[src/rtl/comparator_sweeper_if.sv]
`timescale 1ns/1ps
`default_nettype none
// ============================================================================
// Module   : comparator_sweeper_if
// Purpose  : Bundles the sweeper's control, operand, result and status
//            signals. The master side is the sweeper. The slave side is the
//            environment: the start requester and the comparator under test.
// Revision : 1.0 - initial release
// ============================================================================
interface comparator_sweeper_if #(
  parameter int WIDTH = 3
);
  logic                 i_start;
  logic [WIDTH-1:0]     o_a;
  logic [WIDTH-1:0]     o_b;
  logic [2:0]           i_f;
  logic                 o_busy;
  logic                 o_done;
  logic                 o_pass;
  logic [2*WIDTH:0]     o_err_count;
  logic [WIDTH-1:0]     o_first_err_a;
  logic [WIDTH-1:0]     o_first_err_b;

  modport master (
    input  i_start, i_f,
    output o_a, o_b, o_busy, o_done, o_pass, o_err_count,
           o_first_err_a, o_first_err_b
  );

  modport slave (
    output i_start, i_f,
    input  o_a, o_b, o_busy, o_done, o_pass, o_err_count,
           o_first_err_a, o_first_err_b
  );
endinterface
`default_nettype wire

[src/rtl/comparator_sweeper.sv]
`timescale 1ns/1ps
`default_nettype none
// ============================================================================
// Module   : comparator_sweeper
// Purpose  : Walks every {a,b} operand pair through an external comparator.
//            Each pair is held for SETTLE cycles. The returned code is then
//            checked against the unsigned compare result. Mismatches are
//            counted, and the first failing pair is recorded.
// Revision : 1.0 - initial release
// ============================================================================
module comparator_sweeper #(
  parameter int WIDTH  = 3,
  parameter int SETTLE = 2
) (
  input  logic                  i_clk,
  input  logic                  i_rst_n,
  comparator_sweeper_if.master  bus
);

  localparam int PW = 2 * WIDTH;      // width of the concatenated {a,b} pair
  localparam int CW = 2 * WIDTH + 1;  // error counter holds up to 2^(2*WIDTH)

  localparam logic [3:0] C_SETTLE = 4'(SETTLE);

  localparam logic [1:0] S_IDLE  = 2'd0;
  localparam logic [1:0] S_WAIT  = 2'd1;
  localparam logic [1:0] S_CHECK = 2'd2;
  localparam logic [1:0] S_DONE  = 2'd3;

  logic [1:0]       state_q, state_d;
  logic [3:0]       cnt_q, cnt_d;
  logic [PW-1:0]    pair_q, pair_d;
  logic [CW-1:0]    err_q, err_d;
  logic [WIDTH-1:0] fea_q, fea_d;
  logic [WIDTH-1:0] feb_q, feb_d;

  logic [WIDTH-1:0] w_cur_a;
  logic [WIDTH-1:0] w_cur_b;
  logic [2:0]       w_exp_f;
  logic             w_mismatch;
  logic             w_last_pair;

  // b occupies the low half, so incrementing the pair carries b into a.
  assign w_cur_a     = pair_q[PW-1:WIDTH];
  assign w_cur_b     = pair_q[WIDTH-1:0];
  assign w_exp_f     = {w_cur_a > w_cur_b, w_cur_a == w_cur_b, w_cur_a < w_cur_b};
  assign w_mismatch  = (bus.i_f != w_exp_f);
  assign w_last_pair = &pair_q;

  // Next-state logic for the sweep sequencer and its result registers.
  always_comb begin
    state_d = state_q;
    cnt_d   = cnt_q;
    pair_d  = pair_q;
    err_d   = err_q;
    fea_d   = fea_q;
    feb_d   = feb_q;
    case (state_q)
      S_IDLE, S_DONE: begin
        if (bus.i_start) begin
          state_d = S_WAIT;
          cnt_d   = C_SETTLE;
          pair_d  = '0;
          err_d   = '0;
          fea_d   = '0;
          feb_d   = '0;
        end
      end
      S_WAIT: begin
        // A counter at or below 1 means the settle time has elapsed.
        if (cnt_q > 4'd1) begin
          cnt_d = cnt_q - 4'd1;
        end else begin
          state_d = S_CHECK;
        end
      end
      S_CHECK: begin
        if (w_mismatch) begin
          err_d = err_q + CW'(1);
          if (err_q == '0) begin
            fea_d = w_cur_a;
            feb_d = w_cur_b;
          end
        end
        if (w_last_pair) begin
          state_d = S_DONE;
        end else begin
          state_d = S_WAIT;
          cnt_d   = C_SETTLE;
          pair_d  = pair_q + PW'(1);
        end
      end
      default: begin
        state_d = S_IDLE;
      end
    endcase
  end

  // State registers. Reset aborts any sweep and discards partial results.
  always_ff @(posedge i_clk or negedge i_rst_n) begin
    if (!i_rst_n) begin
      state_q <= S_IDLE;
      cnt_q   <= '0;
      pair_q  <= '0;
      err_q   <= '0;
      fea_q   <= '0;
      feb_q   <= '0;
    end else begin
      state_q <= state_d;
      cnt_q   <= cnt_d;
      pair_q  <= pair_d;
      err_q   <= err_d;
      fea_q   <= fea_d;
      feb_q   <= feb_d;
    end
  end

  assign bus.o_a           = w_cur_a;
  assign bus.o_b           = w_cur_b;
  assign bus.o_busy        = (state_q == S_WAIT) || (state_q == S_CHECK);
  assign bus.o_done        = (state_q == S_DONE);
  assign bus.o_pass        = (state_q == S_DONE) && (err_q == '0);
  assign bus.o_err_count   = err_q;
  assign bus.o_first_err_a = fea_q;
  assign bus.o_first_err_b = feb_q;

endmodule
`default_nettype wire
[src/flat_wrapper.sv]
// flat-port wrapper written by rule: the top's interface ports become plain ports
module comparator_sweeper_flat 
#(
  parameter int WIDTH  = 3,
  parameter int SETTLE = 2
)
  (i_clk, i_rst_n, bus_i_start, bus_i_f, bus_o_a, bus_o_b, bus_o_busy, bus_o_done, bus_o_pass, bus_o_err_count, bus_o_first_err_a, bus_o_first_err_b);
  comparator_sweeper_if #(.WIDTH(WIDTH)) bus_i ();
  input  logic i_clk;
  input  logic i_rst_n;
  input wire logic [$bits(bus_i.i_start)-1:0] bus_i_start;
  input wire logic [$bits(bus_i.i_f)-1:0] bus_i_f;
  output wire logic [$bits(bus_i.o_a)-1:0] bus_o_a;
  output wire logic [$bits(bus_i.o_b)-1:0] bus_o_b;
  output wire logic [$bits(bus_i.o_busy)-1:0] bus_o_busy;
  output wire logic [$bits(bus_i.o_done)-1:0] bus_o_done;
  output wire logic [$bits(bus_i.o_pass)-1:0] bus_o_pass;
  output wire logic [$bits(bus_i.o_err_count)-1:0] bus_o_err_count;
  output wire logic [$bits(bus_i.o_first_err_a)-1:0] bus_o_first_err_a;
  output wire logic [$bits(bus_i.o_first_err_b)-1:0] bus_o_first_err_b;
  assign bus_i.i_start = bus_i_start;
  assign bus_i.i_f = bus_i_f;
  assign bus_o_a = bus_i.o_a;
  assign bus_o_b = bus_i.o_b;
  assign bus_o_busy = bus_i.o_busy;
  assign bus_o_done = bus_i.o_done;
  assign bus_o_pass = bus_i.o_pass;
  assign bus_o_err_count = bus_i.o_err_count;
  assign bus_o_first_err_a = bus_i.o_first_err_a;
  assign bus_o_first_err_b = bus_i.o_first_err_b;
  comparator_sweeper #(.WIDTH(WIDTH), .SETTLE(SETTLE)) u_core (.i_clk(i_clk), .i_rst_n(i_rst_n), .bus(bus_i));
endmodule
[config.mk]
export PLATFORM = sky130hd
export DESIGN_NAME = comparator_sweeper_flat
export DESIGN_NICKNAME = d
export VERILOG_FILES = /design/src/rtl/comparator_sweeper_if.sv /design/src/rtl/comparator_sweeper.sv /design/src/flat_wrapper.sv
export SDC_FILE = /design/constraint.sdc
export NUM_CORES = 1
export LEC_CHECK = 0
export CORE_MARGIN = 3
export CORE_UTILIZATION = 48
export CTS_CLUSTER_SIZE = 20
export DETAILED_ROUTE_END_ITERATION = 8
export GPL_ROUTABILITY_DRIVEN = 0
export GPL_TIMING_DRIVEN = 0
export MAX_ROUTING_LAYER = met4
export PLACE_DENSITY_LB_ADDON = 0.08
export SYNTH_ARGS = -nofsm -noshare
export SYNTH_HDL_FRONTEND = slang
export SYNTH_SLANG_ARGS = --single-unit
[constraint.sdc]
create_clock -name i_clk -period 2.67 [get_ports i_clk]
set_clock_uncertainty 0.15 [all_clocks]
set_input_delay 0.267 -clock i_clk [delete_from_list [all_inputs] [get_ports i_clk]]
set_output_delay 0.267 -clock i_clk [all_outputs]
set_load 0.005 [all_outputs]
==> Yosys cells after proc, flatten, opt, wreduce, memory -nomap -nowiden <==
Cells that the tools add are included.
{ "totals": {"in_bits": 6, "output_inout_bits": 22, "reg_bits": 25} }
{ "op_classes": {"n_eq_ne": 11, "n_reduce_logical": 12, "addsub": 3, "mux": 21, "n_lt_le_gt_ge": 3} }
{ "op_table": {"columns": ["op", "n"], "rows": [
  ["$mux W3", 5],
  ["$mux W7", 2],
  ["$pmux W7 S2", 1],
  ["$mux W4", 3],
  ["$mux W6", 2],
  ["$pmux W3 S2", 2],
  ["$pmux W4 S3", 1],
  ["$pmux W6 S2", 1],
  ["$reduce_and A3 Y1", 3],
  ["$add A7 B1 Y7 const B", 1],
  ["$logic_not A7 Y1", 1],
  ["$add A6 B1 Y6 const B", 1],
  ["$mux W2", 3],
  ["$ne A2 B1 Y1 const B", 3],
  ["$ne A2 B2 Y1 const B", 3],
  ["$pmux W2 S3", 1],
  ["$reduce_and A6 Y1", 1],
  ["$eq A2 B2 Y1 const B", 2],
  ["$gt A4 B1 Y1 const B", 1],
  ["$reduce_and A4 Y1", 1],
  ["$sub A4 B1 Y4 const B", 1],
  ["$eq A3 B3 Y1", 1],
  ["$gt A3 B3 Y1", 1],
  ["$lt A3 B3 Y1", 1],
  ["other kinds (8)", 8]
]} }

==> Depth between registers and ports, before layout <==
Gate-level depths: netlist of run 1.
{ "logic_depth": {"word_depth": 4, "ltp_mapped": 9} }

==> Least setup slack after synthesis of run 1 <==
OpenSTA, ideal clock, no wires.
{ "synth_timing": {"kind": "flip-flop to flip-flop", "from": "register u_core.pair_q[2]", "to": "register u_core.err_q[6] (netlist: u_core.bus.o_err_count[6])", "path_buffers": 0, "synth_period_minus_slack_ps": 2581, "slack_ps": 89, "stages_incl_launch_ff": 9, "arrival_time_ps": 2310, "path_cell_list": "dfrtp_1 inv_1 ha_1 nand3_2 xnor2_2 or4b_2 nand4_1 mux2_2 a22o_1"} }
{ "synth_via": {"elab_chain_len": 4, "word_cells_on_any_way": 6} }
{ "synth_rtl": {"columns": ["element", "line", "text"], "rows": [
  ["start, declared", "comparator_sweeper.sv:32", "logic [PW-1:0] pair_q, pair_d;"],
  ["start signal, assigned", "comparator_sweeper.sv:111", "pair_q <= pair_d;"],
  ["$lt A3 B3 Y1, or another cell as far along", "comparator_sweeper.sv:46", "assign w_exp_f = {w_cur_a > w_cur_b, w_cur_a == w_cur_b, w_cur_a < w_cur_b};"],
  ["$ne A3 B3 Y1 (*)", "comparator_sweeper.sv:47", "assign w_mismatch = (bus.i_f != w_exp_f);"],
  ["$ne A2 B1 Y1 (no source line) (*)", null, null],
  ["$reduce_and A3 Y1 (no source line) (*)", null, null],
  ["end signal, assigned", "comparator_sweeper.sv:112", "err_q <= err_d;"],
  ["end, declared", "comparator_sweeper.sv:33", "logic [CW-1:0] err_q, err_d;"]
]} }
Every way passes the cells marked *; elsewhere a longest branch is shown, timed or not.
A chain may end at the register's enable or synchronous reset.

==> Worst setup path in the final report of run 1 <==
{ "layout_timing": {"from": "register u_core.pair_q[1]", "to": "register u_core.err_q[6] (netlist: u_core.bus.o_err_count[6])"} }
Same word-level chain as after synthesis.

==> run metrics, run 1 <==
status=finished, final reports clean; RR Startpoint=u_core.pair_q[1]$_DFFE_PN0P_; Post-synth ARST share=1.000; Flop pwr share=0.462; Die X-Extent=64.88 um; TritonCTS clock tree=built; most frequent cell after synthesis=dfrtp_1; Syn Area/Cell=9.349 um2; # DRC=0; routed wire length=3.966 mm; CTS Hold Bufs=0; Internal=0.8252 mW; Synth top cells by count=25 x dfrtp_1, 21 x nand2_1, 15 x nor2_1, 12 x ha_1; data arrival time of the critical path=2.63 ns; minimum clock period=2.528 ns; Net Count, Synth=196; Synth Instances=178; CTS sink cnt=25; mapped cell area=1664 um2; clk_lat worst skew=0.34 ns; dpl ws=-0.1588 ns; root cell of the clock tree=clkbuf_4; Worst Tran Pin Value=1.159 ns; Die Y=64.88 um; Final Hold Fails=0; ranking of synthesized cells by area=dfrtp_1 38%, ha_1 9.0%, a22o_1 5.8%; CP Max Fanout=5; Main synth FF type=dfrtp_1; placed cell area=1989 um2; Worst setup endpoint=u_core.bus.o_err_count[6]$_DFFE_PN0P_; drt wl/cell=15.31 um; Routed Antenna Nets=0; worst setup path category=flip-flop to flip-flop; placement row count=20; Port Buffers=27; IO Count=28; RSZ-0062 raised after global routing=false; initial antenna violation count=0; Seq/Total Area, Yosys=0.3759; FF+latch count, synth=25; Logic pwr share=0.386; Worst setup EP type=flip-flop; internal reg-to-reg setup slack=0.14 ns; number of buffers created by CTS=3; Final setup viols=0; clock share of power=0.152; area growth from synthesis to layout=25.04%; top cell type by total area after synthesis=dfrtp_1; final setup margin=0.1422 ns; VDD IR-drop max=0.2550 mV; GRT Total Usage=0.2098; CP required=2.77 ns; GR Overflow Total=0; HP Class=primary input to async pin; relative slew slack=0.2246; Final Max Slew Viols=0; Worst Setup Start Kind=flip-flop; Multi-input gate area=974.7 um2; final period utilization=0.9467; via count=1,534; max_cap viols=0; Diodes inserted=0; share of cells above drive strength 1=0.1488; Register Area=630.6 um2; switching power=0.3914 mW; Netlist cell types=48; Core Util, Final=0.6547; Core Area=3178 um2; # H-tree levels=1; number of DRC markers in iteration 0=170; CP startpoint=u_core.pair_q[1]$_DFFE_PN0P_; Peak Freq=395.6 MHz; reg2reg end=u_core.bus.o_err_count[6]$_DFFE_PN0P_; Worst-path clk slew=0.16 ns; post-DR vias/cell=5.923; pwr dens=584.7 nW/um2; Final Hold Slack=0.3735 ns; post-synth top area share=0.3759; Total Nets Final=234; Net Sw Frac=0.3217; Longest Clk Path Bufs=2; number of global-route vias before repair=1,494; Starting Density=0.5236; final instance area=2081 um2; first-pass GRT wire length=6.865 mm; number of synthesized flops with an enable pin=0; hpwl dp=2.896 mm; reg2reg path depth=8; largest net degree at the start of global routing=26; fill count=279; Pleak=0.9168 nW; total die area=4209 um2; Synth Warn #=0; DRT Pass-1 Iters=4
==> through the flow <==
stage          power (mW)  setup TNS [ns]  instances
3_5_place_dp        1.040         -0.1588        249
3_3_place_gp        1.021        -0.09325        249
4_1_cts             1.223               0        259
5_1_grt             1.301               0        259
2_1_floorplan      0.8025               0        178
6_report            1.217               0        259
==> registers in the layout, summed over array words and instances (netlist names) <==
signal,cells
u_core.bus.o_err_count,7
u_core.bus.o_first_err_a,3
u_core.bus.o_first_err_b,3
u_core.cnt_q,4
u_core.pair_q,6
u_core.state_q,2
==> layout make-up <==
| type | count | share of cell area |
|---|---|---|
| multi-input cells | 137 | 0.4684 |
| flip-flops and latches | 25 | 0.3031 |
| repair buffers | 33 | 0.1515 |
| well taps | 44 | 0.02646 |
| inverters | 11 | 0.01984 |
| plain buffers | 5 | 0.01624 |
| clock buffers | 3 | 0.01082 |
| clock inverters | 1 | 0.003608 |
==> power groups by stage <==
| stage | Clock (mW) | Combinational, mW | Sequential [mW] |
|---|---|---|---|
| after detailed placement | 0 | 0.471 | 0.568 |
| after CTS | 0.189 | 0.473 | 0.561 |
| final | 0.185 | 0.470 | 0.562 |
| after floorplan | 0 | 0.243 | 0.560 |
| after global placement | 0 | 0.459 | 0.562 |
| after global routing | 0.205 | 0.519 | 0.577 |
==> layer usage <==
metal | routed length, um | global-route usage
met1 | 1654 | 0.2478
met2 | 2123 | 0.3819
met3 | 168 | 0.02600
met4 | 19 | 0.04222
met5 | 0 | -
==> critical path, stage by stage (launching register included) <==
cell	delay, ns
dfrtp_1	0.38
inv_1	0.07
ha_1	0.33
nand3_4	0.12
or4b_4	0.52
a21o_2	0.25
nand4_1	0.11
mux2_2	0.33
a22o_1	0.17
==> worst min path at each step <==
stage | startpoint | to | depth (start not counted)
after CTS | u_core.bus.o_first_err_b[1]$_DFFE_PN0P_ | u_core.bus.o_first_err_b[1]$_DFFE_PN0P_ | 1
after detailed placement | u_core.bus.o_first_err_b[1]$_DFFE_PN0P_ | u_core.bus.o_first_err_b[1]$_DFFE_PN0P_ | 1
after floorplan | i_rst_n | u_core.bus.o_err_count[0]$_DFFE_PN0P_ | 0
after global placement | u_core.bus.o_first_err_b[1]$_DFFE_PN0P_ | u_core.bus.o_first_err_b[1]$_DFFE_PN0P_ | 1
final | i_rst_n | u_core.bus.o_err_count[0]$_DFFE_PN0P_ | 1
after global routing | i_rst_n | u_core.bus.o_err_count[0]$_DFFE_PN0P_ | 1
==> kinds of logic after synthesis <==
family / Yosys count / share of synthesized area
and+or+nand+nor: 70 / 0.2271
AOI/OAI and AO/OA: 48 / 0.2173
DFF: 25 / 0.3759
buffers and inverters: 16 / 0.04511
adders and majority gates: 12 / 0.09022
xor gates and xnor gates: 4 / 0.02557
muxes: 3 / 0.01880
==> placed cells by master (no fill, tap or decap), types with 2 or more instances in the layout <==
cell	synthesis	layout
a21o_1	3	3
a21oi_1	4	4
a22o_1	11	11
a22o_2	4	4
buf_4	0	6
buf_6	2	2
clkbuf_1	3	3
clkbuf_4	0	3
clkdlybuf4s50_1	0	27
dfrtp_1	25	21
dfrtp_2	0	4
ha_1	12	12
inv_1	11	11
mux2i_1	2	2
nand2_1	21	21
nand2b_1	2	2
nand3_1	7	7
nand3b_1	2	2
nand4_1	3	3
nor2_1	15	15
nor2b_1	2	2
nor3_1	4	4
nor4_1	2	2
o21ai_0	11	11
o311ai_0	2	2
o31ai_1	2	2
or2_2	2	2
or4b_4	1	2
xor2_1	2	2
==> repair_timing <==
item / CTS / global route
resized for setup: 5 / 1
buffers inserted: 6 / 0
gates cloned: 0 / 0
setup endpoints to repair: 1 / 1
No activity file was read; power rests on OpenSTA's default activity.
==> run 2: changes to the inputs <==
--- a/config.mk
+++ b/config.mk
@@ -13,6 +13,7 @@
 export GPL_TIMING_DRIVEN = 0
 export MAX_ROUTING_LAYER = met4
 export PLACE_DENSITY_LB_ADDON = 0.08
+export SKIP_LAST_GASP = 1
 export SYNTH_ARGS = -nofsm -noshare
 export SYNTH_HDL_FRONTEND = slang
 export SYNTH_SLANG_ARGS = --single-unit
==> results of run 2 <==
The final DEF is identical to that of run 1; final timing and power are the same.
==> run 3: changes to the inputs <==
--- a/config.mk
+++ b/config.mk
@@ -7,11 +7,11 @@
 export LEC_CHECK = 0
 export CORE_MARGIN = 3
 export CORE_UTILIZATION = 48
+export CTS_CLUSTER_DIAMETER = 120
 export CTS_CLUSTER_SIZE = 20
 export DETAILED_ROUTE_END_ITERATION = 8
 export GPL_ROUTABILITY_DRIVEN = 0
 export GPL_TIMING_DRIVEN = 0
-export MAX_ROUTING_LAYER = met4
 export PLACE_DENSITY_LB_ADDON = 0.08
 export SKIP_LAST_GASP = 1
 export SYNTH_ARGS = -nofsm -noshare
==> run metrics, run 3 (synthesis results as in run 1) <==
Peak Freq=396.5 MHz (+0.22%); most frequent cells in the layout=27 x clkdlybuf4s50_1, 21 x nand2_1, 21 x dfrtp_1; internal reg-to-reg setup slack=0.15 ns (about the same); CP startpoint=u_core.pair_q[1]$_DFFE_PN0P_; Register Area=630.6 um2 (unchanged); setup total negative slack=0 ns (unchanged); GR Overflow Total=0 (unchanged); CTS sink cnt=25 (unchanged); VDD IR-drop max=0.2550 mV (about the same); CP required=2.77 ns (about the same); CP Max Fanout=5 (unchanged); TritonCTS clock tree=built; Worst Tran Pin Value=1.146 ns (-0.01344 ns); Port Buffers=27 (unchanged); Total Nets Final=234 (unchanged); data arrival time of the critical path=2.62 ns (about the same); # DRC=0 (unchanged); drt wl/cell=15.22 um (-0.63%); status=finished, final reports clean; Longest Clk Path Bufs=2 (unchanged); Worst Setup Start Kind=flip-flop; Die X-Extent=64.88 um (unchanged); DRT Pass-1 Iters=4 (unchanged); via count=1,528 (-0.39%); pwr dens=584.9 nW/um2 (about the same); area growth from synthesis to layout=25.04% (unchanged); Routed Antenna Nets=0 (unchanged); final setup margin=0.1479 ns (+0.005669 ns); max_cap viols=0 (unchanged); Largest register FFs=7 (unchanged); Worst-path clk slew=0.16 ns (about the same); RSZ-0062 raised after global routing=false; Multi-input gate area=974.7 um2 (unchanged); Finished Layout Cells=259 (unchanged); Die Y=64.88 um (unchanged); dpl ws=-0.1588 ns (unchanged); RR Startpoint=u_core.pair_q[1]$_DFFE_PN0P_; Final Max Slew Viols=0 (unchanged); placed cell area=1989 um2 (unchanged); relative slew slack=0.2336 (+0.008989); number of global-route vias before repair=1,493 (-0.067%); reg2reg end=u_core.bus.o_err_count[6]$_DFFE_PN0P_; largest net degree at the start of global routing=26 (unchanged); hpwl dp=2.896 mm (unchanged); Final Hold Fails=0 (unchanged); worst setup path category=flip-flop to flip-flop; number of buffers created by CTS=3 (unchanged); number of DRC markers in iteration 0=158 (-7.1%); Core Util, Final=0.6547 (unchanged); placement row count=20 (unchanged); final instance area=2081 um2 (unchanged); HP Class=primary input to async pin; fill count=279 (unchanged); share of cells above drive strength 1=0.1488 (unchanged); routed wire length=3.941 mm (-0.63%); Starting Density=0.5236 (unchanged); total die area=4209 um2 (unchanged); first-pass GRT wire length=6.879 mm (+0.20%); post-DR vias/cell=5.900 (-0.39%); most common cell after layout, fill and taps aside=clkdlybuf4s50_1; GRT Total Usage=0.2046 (-0.005172); final period utilization=0.9446 (-0.002123); Final Power=1.217 mW (about the same); minimum clock period=2.522 ns (-0.005669 ns); Core Area=3178 um2 (unchanged); reg2reg path depth=8 (unchanged); initial antenna violation count=0 (unchanged); Worst setup EP type=flip-flop; clk_lat worst skew=0.34 ns (about the same); Pleak=0.9168 nW (unchanged); Final Hold Slack=0.3677 ns (-0.005726 ns); root cell of the clock tree=clkbuf_4; Placed Instances=249 (unchanged); # H-tree levels=1 (unchanged); Diodes inserted=0 (unchanged); IO Count=28 (unchanged); Final setup viols=0 (unchanged)
## run 3: metal layers
layer / share of wire / global-route usage / routed length [um] / vias to the layer above
li1: - / - / - / 730
met1: 0.41 / 0.2500 / 1626 / 747
met2: 0.53 / 0.3806 / 2091 / 47
met3: 0.051 / 0.02600 / 202 / 4
met4: 0.0053 / 0.04222 / 21 / 0
met5: 0 / 0 / 0 / -
## run 3: final cells by class
class                           instances  area share
Multi-Input combinational cell        137      0.4684
Clock inverter                          1    0.003608
Timing Repair Buffer                   33      0.1515
Tap cell                               44     0.02646
Buffer                                  5     0.01624
Sequential cell                        25      0.3031
Clock buffer                            3     0.01082
Inverter                               11     0.01984
## run 3: worst max path at each step
stage | endpoint | slack [ns] | cells after the start
floorplan | u_core.bus.o_err_count[6]$_DFFE_PN0P_ | 0.09 | 8
global placement | u_core.bus.o_err_count[6]$_DFFE_PN0P_ | -0.09 | 8
detailed placement | u_core.bus.o_err_count[6]$_DFFE_PN0P_ | -0.16 | 8
CTS | u_core.bus.o_err_count[6]$_DFFE_PN0P_ | 0.006 | 8
global route | u_core.bus.o_first_err_a[1]$_DFFE_PN0P_ | 0.02 | 9
finish | u_core.bus.o_err_count[6]$_DFFE_PN0P_ | 0.15 | 8
## run 3: report_power, final
group | switching (mW) | leakage, nW | internal, mW
combinational | 0.163 | 0.593 | 0.306
sequential | 0.100 | 0.310 | 0.462
clock | 0.128 | 0.0139 | 0.0574
## run 3: repair_timing
item                                    in CTS  in global routing
resized for setup                            5                  1
endpoints found under the setup margin       1                  1
hold buffers                                 0                  0
buffers inserted                             6                  0
endpoints found under the hold margin        0                  0
## run 3: worst max-delay path, cell delays in order (launching register included)
cell     delay [ns]
dfrtp_1        0.38
inv_1          0.07
ha_1           0.33
nand3_4        0.12
or4b_4         0.52
a21o_2         0.25
nand4_1        0.11
mux2_2         0.33
a22o_1         0.17
